<file path="src/rtl/bsg_counter_clear_up_down_sat.sv">
// Up/down counter with synchronous clear/load and saturating or modulo bounds.
// Define BSG_COUNTER_STICKY_ERR_EN to build the sticky overflow/underflow error flag.
module bsg_counter_clear_up_down_sat #(
   parameter int max_val_p  = 64,
   parameter int init_val_p = 0,
   parameter bit sat_p      = 1'b1,
   localparam int ptr_width_lp = $clog2(max_val_p+1)
) (
   input  logic                    clk_i,
   input  logic                    reset_n_i,
   input  logic                    clear_i,
   input  logic                    load_i,
   input  logic [ptr_width_lp-1:0] load_val_i,
   input  logic                    up_i,
   input  logic                    down_i,
   output logic [ptr_width_lp-1:0] count_o,
   output logic                    at_max_o,
   output logic                    at_zero_o,
   output logic                    ovf_o,
   output logic                    unf_o,
   output logic                    err_o
);

   localparam logic [ptr_width_lp-1:0] max_lp  = ptr_width_lp'(max_val_p);
   localparam logic [ptr_width_lp-1:0] init_lp = ptr_width_lp'(init_val_p);

   logic [ptr_width_lp-1:0] base, count_next;
   logic                    inc, dec, ovf_ev, unf_ev;

   always_comb begin
      base = count_o;
      if (clear_i)     base = init_lp;
      else if (load_i) base = load_val_i;
   end

   assign inc    = up_i & ~down_i;
   assign dec    = down_i & ~up_i;
   assign ovf_ev = inc & (base == max_lp);
   assign unf_ev = dec & (base == '0);

   // Compare against max_val_p explicitly so non-power-of-two ranges wrap correctly.
   always_comb begin
      count_next = base;
      if (ovf_ev)   count_next = sat_p ? max_lp : '0;
      else if (unf_ev) count_next = sat_p ? '0 : max_lp;
      else if (inc) count_next = base + 1'b1;
      else if (dec) count_next = base - 1'b1;
   end

   always_ff @(posedge clk_i or negedge reset_n_i) begin
      if (!reset_n_i) begin
         count_o <= init_lp;
         ovf_o   <= 1'b0;
         unf_o   <= 1'b0;
      end else begin
         count_o <= count_next;
         ovf_o   <= ovf_ev;
         unf_o   <= unf_ev;
      end
   end

   assign at_max_o  = (count_o == max_lp);
   assign at_zero_o = (count_o == '0);

`ifdef BSG_COUNTER_STICKY_ERR_EN
   // A new event in the same cycle as clear_i wins, so the flag stays set.
   always_ff @(posedge clk_i or negedge reset_n_i) begin
      if (!reset_n_i)   err_o <= 1'b0;
      else if (clear_i) err_o <= ovf_ev | unf_ev;
      else              err_o <= err_o | ovf_ev | unf_ev;
   end
`else
   assign err_o = 1'b0;
`endif

endmodule
</file>
<file path="config.mk">
export PLATFORM = sky130hd
export DESIGN_NAME = bsg_counter_clear_up_down_sat
export DESIGN_NICKNAME = d
export VERILOG_FILES = /design/src/rtl/bsg_counter_clear_up_down_sat.sv
export SDC_FILE = /design/constraint.sdc
export NUM_CORES = 1
export LEC_CHECK = 0
export ABC_CLOCK_PERIOD_IN_PS = 1900
export CAP_MARGIN = 20
export CORE_MARGIN = 2
export CORE_UTILIZATION = 43
export CTS_BUF_LIST = sky130_fd_sc_hd__clkbuf_8 sky130_fd_sc_hd__clkbuf_16
export DETAILED_ROUTE_END_ITERATION = 16
export PLACE_DENSITY = 0.77
export SKIP_LAST_GASP = 1
export SLEW_MARGIN = 30
export SYNTH_ARGS = -nofsm -noshare
export SYNTH_HDL_FRONTEND = slang
export SYNTH_SLANG_ARGS = --single-unit
</file>
<file path="constraint.sdc">
create_clock -name clk_i -period 1.9 [get_ports clk_i]
set_input_delay 0.19 -clock clk_i [delete_from_list [all_inputs] [get_ports clk_i]]
set_output_delay 0.19 -clock clk_i [all_outputs]
set_load 0.03 [all_outputs]
</file>
==> flow_summary.toml <==
[run_status]
status = "completed"

[route]
drc = 0
antenna_left = 0
viasPerCell = 5.48
post_drt_wl_per_cell_um = 13.6
finalWirelength_mm = 2.01
firstDrtPassIters = 4
vias = 811
initialDrtViolationCount = 14

[floorplan]
placementRows = 14
die_height_um = 44.6
dieWidth_um = 44.6
io_pins = 25
start_util = 0.465
core_area_um2 = 1520
fp.dieArea_um2 = 1990

[layout]
syn2layout_area_growth_pct = 63.4
n_fill_cell = 112
register_area_um2 = 225
fin_nets = 148
drive_gt1_frac = 0.227
fin_util = 0.759
final_cell_mix = "buf_4 (23), clkdlybuf4s50_1 (20), nor2_1 (15), dfrtp_1 (9), mux2i_1 (8)"
layout_commonest_cell = "buf_4"
antennaDiodeCount = 0
multiInputGateArea_um2 = 457

[grt]
grt_pass1_wl_mm = 3.42
grt_pass1_vias = 759
antenna_found_initial = 0
grt_overflow = 0
track_usage = 0.235
grt_max_degree = 10

[timing]
max_freq_ghz = 0.558
rsz0062_at_grt = "true"
setup_slack_ns = 0.107
fin_worst_skew_ns = 0.000781
fin_crit_sh = 0.943
setup_viol = 0
slew_violations = 0
setup_tns_ns = 0
fin_crit_ns = 1.79
hold_violations = 0

[place]
hpwl_mm = 1.64
port_buffers = 23
gp_congestion = 0.878
place_ws_ns = -0.381

[synth]
syn_area_per_cell_um2 = 8.23
ys_seq_elements = 9
synth_warnings = 0
synthesis.area_um2 = 708
syn-instance-count = 86
synth_top_area_share = 0.318
yosysTopAreaCell = "dfrtp_1"
synth_area_leaders = "dfrtp_1 (32%), mux2i_1 (11%), nor2_1 (9.0%)"
seq_area_frac_synth = 0.318
syn-num-nets = 101
synthDistinctLibCells = 29

[setup_path]
critPathCaptureType = "flip-flop"
cp_max_fo = 7
worstPathRequired_ns = 2.05
arrival_ns = 1.95
path_class = "in -> reg"
start_kind = "primary input"

[worst_hold_path]
hold_path_class = "in -> async"

[clock_tree]
cts_max_path_buffers = 2
insertion_delay_ns = 0.23
htreeDepth = 1
cts_buffers = 3
cts_sinks = 9
clk_pin_slew_ns = 0.04
cts_tree = "yes"
cts-root-buf = "clkbuf_8"
cts_hold_buf = 0

[power]
switching_share = 0.344
ir_drop_mv = 0.347
clockPowerShare = 0.270
power_frac_seq = 0.307
finalPower_mw = 0.784
power.density_nw_per_um2 = 678
power.internal_mw = 0.514
power_switching_mw = 0.270
leakagePower_nw = 0.521
combPwrFrac = 0.423

[flow_run]
max_cap_violations = 0
## power by group through the flow
stage	Combinational (mW)	Clock (mW)	Sequential [mW]
after floorplan	0.124	0	0.283
after global placement	0.324	0	0.241
after detailed placement	0.331	0	0.243
after CTS	0.331	0.215	0.240
after global routing	0.361	0.227	0.243
final	0.332	0.212	0.241
## worst paths after layout
check                      startpoint    endpoint  slack (ns)  cells after the start
min reg2reg                count_o[6]       ovf_o        0.82                      3
max in group asynchronous   reset_n_i       ovf_o        1.35                      1
min                         reset_n_i  count_o[0]        0.26                      1
min in group clk_i             down_i  count_o[1]        0.69                      3
max                           clear_i  count_o[5]        0.11                      6
max reg2reg                count_o[1]  count_o[5]        0.18                      6
## worst max-delay path, cell delays in order
cell	delay, ns
clkdlybuf4s50_1	0.53
buf_4	0.22
a2111o_1	0.41
nor4_2	0.30
o22ai_1	0.13
a21oi_1	0.16
## layer usage
metal  wire [um]  vias to the layer above  part of all wire  global-route usage
met4          36                        0             0.018              0.0909
met2         966                       35              0.48               0.383
li1            -                      396                 -                   -
met1         845                      374              0.42               0.314
met3         164                        6             0.081              0.0286
met5           0                        -                 0                   0
## timing repair
| item | CTS | global route |
|---|---|---|
| endpoints found under the setup margin | 11 | 3 |
| resized for setup | 4 | 2 |
| pin swaps | 0 | 0 |
| buffers inserted | 0 | 0 |
| endpoints found under the hold margin | 0 | 0 |
| gates cloned | 0 | 0 |
## cell usage after synthesis
master	n
clkbuf_1	2
nand2_1	4
a211oi_1	3
inv_1	3
mux2i_1	8
nand2b_1	2
xnor2_1	4
conb_1	1
nor3_1	4
and2_1	1
o31ai_1	1
nor4_1	4
nor2b_1	2
nor2_1	17
dfrtp_1	9
a211o_2	1
or3_1	3
o21ai_0	1
buf_4	1
a2111o_1	1
a21oi_1	3
xor2_1	1
nand3_1	1
buf_6	1
nand3b_1	2
o21a_1	1
o22ai_1	2
or4_1	1
ha_1	2
## sequential cells by signal, summed over array words and instances, names as in the netlist
| name | count |
|---|---|
| count_o | 7 |
| ovf_o | 1 |
| unf_o | 1 |
## metrics by stage
step	instance area [um2]	hold slack (ns)	std cells
floorplan	708	-0.106	86
global placement	1100	0.512	144
detailed placement	1100	0.508	144
CTS	1150	0.280	148
global route	1160	0.297	148
finish	1160	0.261	148
## layout make-up
| cell class | instances | share of cell area |
|---|---|---|
| multi-input cells | 70 | 0.395 |
| repair buffers | 46 | 0.345 |
| flip-flops and latches | 9 | 0.195 |
| clock buffers | 3 | 0.0357 |
| clock inverters | 1 | 0.00324 |
| well taps | 16 | 0.0173 |
| inverters | 3 | 0.00973 |
## kinds of logic (layout without fill, tap and decap cells)
| kind of cell | count (synthesis) | after routing | share of synthesized area |
|---|---|---|---|
| AND/OR/NAND/NOR | 41 | 41 | 0.284 |
| buffers and inverters | 7 | 53 | 0.0530 |
| flip-flops | 9 | 9 | 0.318 |
| AO/OA/AOI/OAI | 13 | 13 | 0.129 |
| other | 1 | 1 | 0.00530 |
| XOR/XNOR | 5 | 5 | 0.0618 |
| multiplexers | 8 | 8 | 0.113 |
| adder cells (fa/ha/maj) | 2 | 2 | 0.0353 |
(Power assumes the default switching activity.)
